File: config.mk
export PLATFORM = sky130hd
export DESIGN_NAME = axis_vga_out
export DESIGN_NICKNAME = d
export VERILOG_FILES = /design/src/rtl/axis_vga_out.sv
export SDC_FILE = /design/constraint.sdc
export NUM_CORES = 1
export LEC_CHECK = 0
export BUFFER_PORTS_ARGS = -buffer_cell sky130_fd_sc_hd__buf_4
export CAP_MARGIN = 25
export CORE_UTILIZATION = 55
export CTS_CLUSTER_DIAMETER = 200
export DETAILED_ROUTE_END_ITERATION = 8
export PLACE_DENSITY_LB_ADDON = 0.1
export SKIP_CTS_REPAIR_TIMING = 1
export SLEW_MARGIN = 10
export SYNTH_ARGS = -nofsm -noshare
export SYNTH_HDL_FRONTEND = slang
export SYNTH_SLANG_ARGS = --single-unit
File: constraint.sdc
create_clock -name axis_clk -period 7.34 [get_ports axis_clk]
set_input_delay 0.734 -clock axis_clk [delete_from_list [all_inputs] [get_ports axis_clk]]
set_output_delay 0.734 -clock axis_clk [all_outputs]
set_load 0.02 [all_outputs]
File: src/rtl/axis_vga_out.sv
// AXI-stream to VGA raster converter: free-running raster timing with the stream
// locked to it on tuser. Underflow and framing errors drop back to SEEK and re-lock.
module axis_vga_out #(
    parameter int WIDTH  = 24,
    parameter int HVALID = 640,
    parameter int HFP    = 16,
    parameter int HSYNC  = 96,
    parameter int HBP    = 48,
    parameter int VVALID = 480,
    parameter int VFP    = 10,
    parameter int VSYNC  = 2,
    parameter int VBP    = 33
) (
    input  logic             axis_clk,
    input  logic             rst,
    input  logic             in_axis_tvalid,
    output logic             in_axis_tready,
    input  logic             in_axis_tuser,
    input  logic             in_axis_tlast,
    input  logic [WIDTH-1:0] in_axis_tdata,
    output logic             vga_hsync_o,
    output logic             vga_vsync_o,
    output logic             vga_de_o,
    output logic [23:0]      vga_rgb_o,
    output logic             frame_start_o,
    output logic             locked_o,
    output logic [7:0]       underflow_cnt_o,
    output logic [7:0]       syncerr_cnt_o
);

    localparam int HTOTAL = HVALID + HFP + HSYNC + HBP;
    localparam int VTOTAL = VVALID + VFP + VSYNC + VBP;
    localparam int HW     = $clog2(HTOTAL);
    localparam int VW     = $clog2(VTOTAL);

    localparam logic [HW-1:0] H_LAST     = HW'(HTOTAL - 1);
    localparam logic [HW-1:0] H_ACT      = HW'(HVALID);
    localparam logic [HW-1:0] H_LAST_PIX = HW'(HVALID - 1);
    localparam logic [HW-1:0] H_SYNC_S   = HW'(HVALID + HFP);
    localparam logic [HW-1:0] H_SYNC_E   = HW'(HVALID + HFP + HSYNC);
    localparam logic [VW-1:0] V_LAST     = VW'(VTOTAL - 1);
    localparam logic [VW-1:0] V_ACT      = VW'(VVALID);
    localparam logic [VW-1:0] V_SYNC_S   = VW'(VVALID + VFP);
    localparam logic [VW-1:0] V_SYNC_E   = VW'(VVALID + VFP + VSYNC);

    typedef enum logic [1:0] {SEEK, ARMED, LOCKED} state_t;

    state_t          r_state;
    state_t          w_state_next;
    logic [HW-1:0]   r_h;
    logic [VW-1:0]   r_v;
    logic            r_hsync;
    logic            r_vsync;
    logic            r_de;
    logic [23:0]     r_rgb;
    logic            r_frame_start;
    logic [7:0]      r_uf_cnt;
    logic [7:0]      r_se_cnt;

    logic            w_active;
    logic            w_origin;
    logic            w_frame_end;
    logic            w_uf_evt;
    logic            w_se_evt;
    logic            w_show;

    assign w_active    = (r_h < H_ACT) && (r_v < V_ACT);
    assign w_origin    = (r_h == '0) && (r_v == '0);
    assign w_frame_end = (r_h == H_LAST) && (r_v == V_LAST);

    always_ff @(posedge axis_clk) begin
        if (rst) begin
            r_h <= '0;
            r_v <= '0;
        end else if (r_h == H_LAST) begin
            r_h <= '0;
            r_v <= (r_v == V_LAST) ? '0 : r_v + 1'b1;
        end else begin
            r_h <= r_h + 1'b1;
        end
    end

    // A tuser beat away from the origin is left unconsumed so SEEK can arm on it.
    always_comb begin
        w_state_next   = r_state;
        in_axis_tready = 1'b0;
        w_uf_evt       = 1'b0;
        w_se_evt       = 1'b0;
        w_show         = 1'b0;
        case (r_state)
            SEEK: begin
                in_axis_tready = !(in_axis_tvalid && in_axis_tuser);
                if (in_axis_tvalid && in_axis_tuser) begin
                    w_state_next = ARMED;
                end
            end
            ARMED: begin
                if (w_frame_end) begin
                    w_state_next = LOCKED;
                end
            end
            LOCKED: begin
                in_axis_tready = w_active && !(in_axis_tuser && !w_origin);
                if (w_active) begin
                    if (!in_axis_tvalid) begin
                        w_uf_evt     = 1'b1;
                        w_state_next = SEEK;
                    end else if (in_axis_tuser && !w_origin) begin
                        w_se_evt     = 1'b1;
                        w_state_next = SEEK;
                    end else begin
                        w_show = 1'b1;
                        if ((w_origin && !in_axis_tuser) ||
                            (in_axis_tlast != (r_h == H_LAST_PIX))) begin
                            w_se_evt     = 1'b1;
                            w_state_next = SEEK;
                        end
                    end
                end
            end
            default: w_state_next = SEEK;
        endcase
    end

    always_ff @(posedge axis_clk) begin
        if (rst) begin
            r_state       <= SEEK;
            r_hsync       <= 1'b1;
            r_vsync       <= 1'b1;
            r_de          <= 1'b0;
            r_rgb         <= '0;
            r_frame_start <= 1'b0;
            r_uf_cnt      <= '0;
            r_se_cnt      <= '0;
        end else begin
            r_state       <= w_state_next;
            r_hsync       <= !((r_h >= H_SYNC_S) && (r_h < H_SYNC_E));
            r_vsync       <= !((r_v >= V_SYNC_S) && (r_v < V_SYNC_E));
            r_de          <= w_active;
            r_rgb         <= w_show ? in_axis_tdata[23:0] : 24'd0;
            r_frame_start <= w_origin;
            if (w_uf_evt && (r_uf_cnt != 8'hFF)) begin
                r_uf_cnt <= r_uf_cnt + 8'd1;
            end
            if (w_se_evt && (r_se_cnt != 8'hFF)) begin
                r_se_cnt <= r_se_cnt + 8'd1;
            end
        end
    end

    assign vga_hsync_o     = r_hsync;
    assign vga_vsync_o     = r_vsync;
    assign vga_de_o        = r_de;
    assign vga_rgb_o       = r_rgb;
    assign frame_start_o   = r_frame_start;
    assign locked_o        = (r_state == LOCKED);
    assign underflow_cnt_o = r_uf_cnt;
    assign syncerr_cnt_o   = r_se_cnt;

endmodule
# == Word-level counts from Yosys, hierarchy flattened ==
# Cells that the tools add are included.
# op_classes
n_addsub,4
n_mul,0
n_div,0
n_lt_le_gt_ge,6
eq_ne,12
shift,0
mux,21
n_bitwise,1
n_reduce_logical,24
# ops
cell,n
$eq 10x10->1 const B,3
$add 10x1->10 const B,2
$logic_not 10->1,2
$lt 10x10->1 const B,2
$lt 10x9->1 const B,2
$add 8x1->8 const B,2
$ne 8x8->1 const B,2
$mux 1,12
$mux 2,6
$logic_and 1x1->1,11
$ge 10x10->1 const B,1
$ge 10x9->1 const B,1
$mux 10,1
$logic_not 1->1,6
$pmux 2 s3,1
$ne 2x2->1 const B,2
$ne 4x2->1 const B,1
$reduce_and 4->1,1
$reduce_or 2->1,2
$eq 2x1->1 const B,1
$eq 2x2->1 const B,1
$logic_not 2->1,1
$ne 2x1->1 const B,1
$pmux 1 s2,1
other kinds (3),3
# word_totals
reg_bits,66
latchBits,0
ram_bits,0
mem_bits_ro,0
inputBits,29
out_inout_bits,46
word_cells,78
memories,0

# == Depth between registers and ports, before layout ==
# Gate-level depths: netlist of the first run.
# depth
ltp_word,10
depth_mapped,8
mapped_depth_nobuf,7

# == Least setup slack after synthesis of the first run ==
# Ideal clock, no wire load.
# synth_path
kind,flip-flop to output port
startpoint,register r_h[4]
endpoint,output port in_axis_tready
arrival_ps,2198
required_time_ps,6606
path_slack_ps,4408
stages_incl_launch_ff,7
path_buffers,0
cell_sequence,dfxtp_1 or3_4 or4b_1 or3_4 a21oi_1 a21oi_1 nor2_1
# synth_between
elab_chain_cells,7
# synth_rtl
element,line_no,rtl
start: declaration,50,logic [HW-1:0] r_h;
start signal: assignment,79,r_h <= r_h + 1'b1;
"parallel branches: the longest is 5 deep, another holds $lt 10x10->1",--,
$logic_and 1x1->1 (*),103,in_axis_tready = w_active && !(in_axis_tuser && !w_origin);
$pmux 1 s2 (*),90,case (r_state)
end: declaration,17,"output logic in_axis_tready,"
# Every way passes the cells marked *.

# == Worst setup path after layout of the first run ==
# Same ends and word-level chain as after synthesis.

==> reports/qor.yml, run 1 <==
syn2layout_area_growth_pct: 29.3
max_slew.worst_pin.slew_ns: 0.637
clock_tree.buffer_depth: 2
cp_max_fo: 8
io_pins: 75
grt.overflow.total: 0
cts.sinks: 66
grt_max_degree: 31
layout_common_cells: "buf_4, dfxtp_1, nor2_1, xor2_1, and2_2"
dpl_worst_slack_ns: 4.30
period_needed_ns: 3.30
max_clock_freq_mhz: 303
dp_hpwl_mm: 3.97
netlist_area_um2: 2720
dp_cells: 413
ys_seq_area_frac: 0.486
remaining_drc_errors: 0
timing.hold.ws_ns: 0.467
synthArstFlopShare: 0
arrival_ns: 2.57
synth_edf_count: 0
tritoncts: "done"
status: "finished clean"
relSlewSlack: 0.575
grt_first_pass_wirelength_mm: 9.07
fp.dieW_um: 72.3
start_util: 0.575
ys.flop_type: "dfxtp_1"
dr.pass1.iters: 4
vias: 2221
hold_viol: 0
start_kind: "register"
ys.warnings.count: 0
layout_commonest_cell: "buf_4"
wire_per_inst_um: 13.2
finalClockSkew_ns: 0.00858
end_kind: "primary output"
h-tree-depth: 3
synth_area_per_cell_um2: 9.67
syn_nets: 316
leakage_nw: 1.52
rsz0062_at_grt: "false"
hold_path.class: "reg -> reg"
period_share: 0.450
p_per_area_nw_per_um2: 197
antenna_cells: 0
crit_required_ns: 6.61
die_height_um: 72.3
ir_drop_mv: 0.119
place.gp.congestion: 0.797
rows: 25
layout-drive-gt1-share: 0.316
ys_types: 46
timing.final.ws_setup_ns: 4.04
crit_type: "reg -> out"
setup_viol: 0
core_area_um2: 4720
clk_latency_ns: 0.33
antenna_found_initial: 0
numPortBuffers: 74
tns_ns: 0
utilization: 0.744
drv_cap: 0
ant_nets: 0
clkSlewWorstSetupHoldPaths_ns: 0.06
dieArea_um2: 5220
ys_ff_latch: 66
root_buffer: "clkbuf_8"
track_usage: 0.226
nets: 393
final_cells: 428
first_iter_violations: 100
drv_slew: 0
syn_inst: 281
wirelength_mm: 5.63
cts_made_buffers: 9
grt_pass1_vias: 2030
via_per_inst: 5.19
## state kept, by name, summed over array words and instances, names as in the netlist
signal,cells
frame_start_o,1
r_h,10
r_state,2
r_v,10
syncerr_cnt_o,8
underflow_cnt_o,8
vga_de_o,1
vga_hsync_o,1
vga_rgb_o,24
vga_vsync_o,1
## worst max-delay path: stages, from the launching register on
cell     delay [ns]
dfxtp_1        0.37
or3_4          0.42
or4b_1         0.53
or3_4          0.44
a21oi_1        0.16
a21oi_1        0.08
nor2_1         0.09
buf_4          0.15
## per-stage QoR
step	instance area, um^2	power (mW)
global placement	3310	0.403
detailed placement	3310	0.404
global route	3510	0.715
finish	3510	0.692
floorplan	2720	0.388
CTS	3500	0.696
## synthesized netlist by cell type (all sizes together) (2+ instances only)
master	instances	area [um^2]
xor2	18	158
a311oi	2	23.8
o21ai	3	15.0
and3	7	45.1
a211o	2	17.5
buf	4	30.0
nand2b	3	18.8
nor4bb	2	20.0
or3	5	41.3
nand4	11	68.8
inv	7	26.3
ha	6	75.1
clkbuf	6	22.5
and2	25	174
nand4b	2	17.5
o31ai	3	22.5
nor3	4	20.0
xnor2	7	61.3
mux2i	2	20.0
nand2	8	30.0
nor4b	3	26.3
a21oi	10	50.1
nor4	4	25.0
dfxtp	66	1320
and4	2	17.5
nor2	39	146
or4	3	22.5
or2	4	25.0
nand3	11	55.1
## logic make-up after synthesis
group / after synthesis / synth area share
adders and majority gates: 6 / 0.0276
xor gates and xnor gates: 25 / 0.0806
muxes: 2 / 0.00737
and+or+nand+nor: 138 / 0.293
buffers and inverters: 17 / 0.0290
DFF: 66 / 0.486
AOI/OAI and AO/OA: 27 / 0.0765
## metal layers
layer	share of wire	global-route usage	vias up
met2	0.48	0.364	69
li1	-	-	1121
met3	0.042	0.0458	10
met5	0	0	-
met4	0.024	0.131	0
met1	0.45	0.282	1021
## worst paths after layout
path | startpoint | end | slack [ns] | depth (start not counted)
worst min-delay path | r_h[0]$_SDFF_PP0_ | r_h[0]$_SDFF_PP0_ | 0.47 | 1
worst max-delay path | r_h[4]$_SDFF_PP0_ | in_axis_tready | 4.04 | 7
worst min register to register | r_h[0]$_SDFF_PP0_ | r_h[0]$_SDFF_PP0_ | 0.47 | 1
worst max register to register | r_h[4]$_SDFF_PP0_ | syncerr_cnt_o[5]$_SDFFE_PP0P_ | 4.74 | 7
## where the power goes
group	internal, mW	switching (mW)	leakage (nW)
logic	0.0184	0.0146	0.888
clock network	0.170	0.125	0.101
registers	0.361	0.00217	0.533
## cell type report
type                            count  area [um^2]
Sequential cell                    66         1320
Multi-Input combinational cell    198         1320
Fill cell                         363         1210
Timing Repair Buffer               76          574
Clock buffer                       11          151
Tap cell                           67         83.8
Clock inverter                      3         40.0
Inverter                            7         26.3
(Power assumes the default switching activity.)
==> run 2, diff against run 1 <==
--- a/config.mk
+++ b/config.mk
@@ -7,7 +7,7 @@
 export LEC_CHECK = 0
 export BUFFER_PORTS_ARGS = -buffer_cell sky130_fd_sc_hd__buf_4
 export CAP_MARGIN = 25
-export CORE_UTILIZATION = 55
+export CORE_UTILIZATION = 46
 export CTS_CLUSTER_DIAMETER = 200
 export DETAILED_ROUTE_END_ITERATION = 8
 export PLACE_DENSITY_LB_ADDON = 0.1
==> constraint.sdc (replaced) <==
create_clock -name axis_clk -period 2.9 [get_ports axis_clk]
set_input_delay 0.29 -clock axis_clk [delete_from_list [all_inputs] [get_ports axis_clk]]
set_output_delay 0.29 -clock axis_clk [all_outputs]
set_load 0.02 [all_outputs]
==> reports/qor.yml, run 2 (synthesis results as in run 1) <==
core_area_um2: 5610  # +19%
crit_slowest_cell: "or4b_4"
finalInstanceArea_um2: 3560  # +1.4%
first_iter_violations: 128  # +28%
grt.overflow.total: 0  # unchanged
dp_cells: 422  # +2.2%
hold_path.class: "in -> reg"
grt_pass1_vias: 1981  # -2.4%
wirelength_mm: 5.68  # +0.91%
power_mw: 1.74  # +150%
remaining_drc_errors: 0  # unchanged
tritoncts: "done"
place.gp.congestion: 0.816  # +2.4%
crit_start: "r_h[5]$_SDFF_PP0_"
clkSlewWorstSetupHoldPaths_ns: 0.07  # about the same
antenna_found_initial: 0  # unchanged
reg2reg_to: "vga_rgb_o[13]$_SDFF_PP0_"
period_needed_ns: 2.78
period_share: 0.960
cp_max_fo: 7  # -1
finalClockSkew_ns: 0.00773  # -0.000849 ns
ant_nets: 0  # unchanged
hold_viol: 0  # unchanged
rows: 27  # +8.0%
final_cells: 440  # +2.8%
clock_tree.buffer_depth: 2  # unchanged
relSlewSlack: 0.548  # -0.0274
crit_family: "simple AND/OR/NAND/NOR gates"
start_util: 0.484  # -0.0907
use_met1: 0.258  # -0.0241
max_slew.worst_pin.slew_ns: 0.678  # +0.0410 ns
slowest_delay_ns: 0.53  # about the same
drv_slew: 0  # unchanged
clk_latency_ns: 0.34  # about the same
max_clock_freq_mhz: 359
io_pins: 75  # unchanged
nets: 398  # +1.3%
min_path_cells: 2  # +1
timing.rr.start: "r_h[5]$_SDFF_PP0_"
dieArea_um2: 6220  # +19%
cts_made_buffers: 9  # unchanged
gr-usage-met2: 0.297  # -0.0671
wire_per_inst_um: 12.9  # -1.8%
leakage_nw: 1.54  # +1.3%
setup_viol: 0  # unchanged
ir_drop_mv: 0.359  # +200%
status: "finished clean"
layout_common_cells: "buf_4, dfxtp_1, nor2_1, xor2_1, and2_2"
rr_worst_depth: 7  # unchanged
p_per_area_nw_per_um2: 487  # +150%
min-delay-start: "in_axis_tdata[8]"
arrival_ns: 2.49  # -0.08 ns
nFillCells: 515  # +42%
crit_type: "reg -> out"
layout_commonest_cell: "buf_4"
syn2layout_area_growth_pct: 31.1
use_met3: 0.0448  # -0.00101
grt_max_degree: 31  # unchanged
h-tree-depth: 3  # unchanged
root_buffer: "clkbuf_8"
track_usage: 0.196  # -0.0306
largest_reg_flops: 24  # unchanged
vias: 2216  # -0.23%
worstPathBufferInverterCount: 1  # unchanged
crit_required_ns: 2.61  # -4.00 ns
start_kind: "register"
tns_ns: 0  # unchanged
dpl_cell_area_um2: 3350  # +1.1%
worst-r2r-setup-slack_ns: 0.21  # -4.53 ns
layout-drive-gt1-share: 0.340  # +0.0239
drv_cap: 0  # unchanged
grt_first_pass_wirelength_mm: 9.34  # +2.9%
die_height_um: 78.8  # +9.1%
dp_hpwl_mm: 3.98  # +0.12%
rsz0062_at_grt: "false"
fp.dieW_um: 78.8  # +9.1%
numPortBuffers: 74  # unchanged
dpl_worst_slack_ns: 0.131  # -4.17 ns
crit_chain: "or3_4 > or4b_4 > or3_4 > a21oi_2 > a21oi_2 > nor2_1 > buf_4"
cts.sinks: 66  # unchanged
via_per_inst: 5.04  # -2.9%
top_usage_layer: "met2"
timing.final.ws_setup_ns: 0.115  # -3.92 ns
dr.pass1.iters: 4  # unchanged
antenna_cells: 0  # unchanged
end_kind: "primary output"
hold-path-endpoint: "vga_rgb_o[8]$_SDFF_PP0_"
[run 2: changes by cell type in the layout (fill, tap and decap cells not counted), moves of 2 or more]
cell | before | now
a21oi_1 | 10 | 8
a21oi_2 | 0 | 2
buf_4 | 75 | 80
clkbuf_8 | 11 | 9
clkinv_2 | 2 | 4
dfxtp_1 | 66 | 64
[run 2: layout make-up]
| type | instances | area [um^2] | area share |
|---|---|---|---|
| Timing Repair Buffer | 81 | 606 | 0.170 |
| Inverter | 7 | 26.3 | 0.00738 |
| Tap cell | 72 | 90.1 | 0.0253 |
| Sequential cell | 66 | 1330 | 0.372 |
| Multi-Input combinational cell | 198 | 1330 | 0.373 |
| Clock inverter | 6 | 57.6 | 0.0162 |
| Clock buffer | 10 | 128 | 0.0358 |
[run 2: how the worst max path moves through the flow]
stage	to	slack [ns]	depth (start not counted)
6_report	in_axis_tready	0.12	7
5_1_grt	in_axis_tready	0.001	7
4_1_cts	in_axis_tready	-0.001	7
3_5_place_dp	syncerr_cnt_o[1]$_SDFFE_PP0P_	0.13	8
3_3_place_gp	syncerr_cnt_o[1]$_SDFFE_PP0P_	0.19	8
2_1_floorplan	vga_rgb_o[10]$_SDFF_PP0_	0.40	6
[run 2: routing by layer]
layer  routed length [um]  up-vias
met5                    0        -
met4                  114        0
met3                  351       10
met2                 2590       56
met1                 2630     1011
li1                     -     1139
[run 2: metrics by stage]
| stage | utilization | hold slack (ns) |
|---|---|---|
| after floorplan | - | 0.412 |
| after global placement | 0.597 | 0.446 |
| after detailed placement | 0.597 | 0.456 |
| after CTS | 0.630 | 0.133 |
| after global routing | 0.635 | 0.134 |
| final | 0.635 | 0.149 |
[run 2: power by group]
| group | switching, mW | leakage, nW | internal (mW) | total [mW] |
|---|---|---|---|---|
| Combinational | 0.0380 | 0.912 | 0.0511 | 0.0891 |
| Sequential | 0.00526 | 0.534 | 0.912 | 0.917 |
| Clock | 0.339 | 0.0958 | 0.391 | 0.730 |
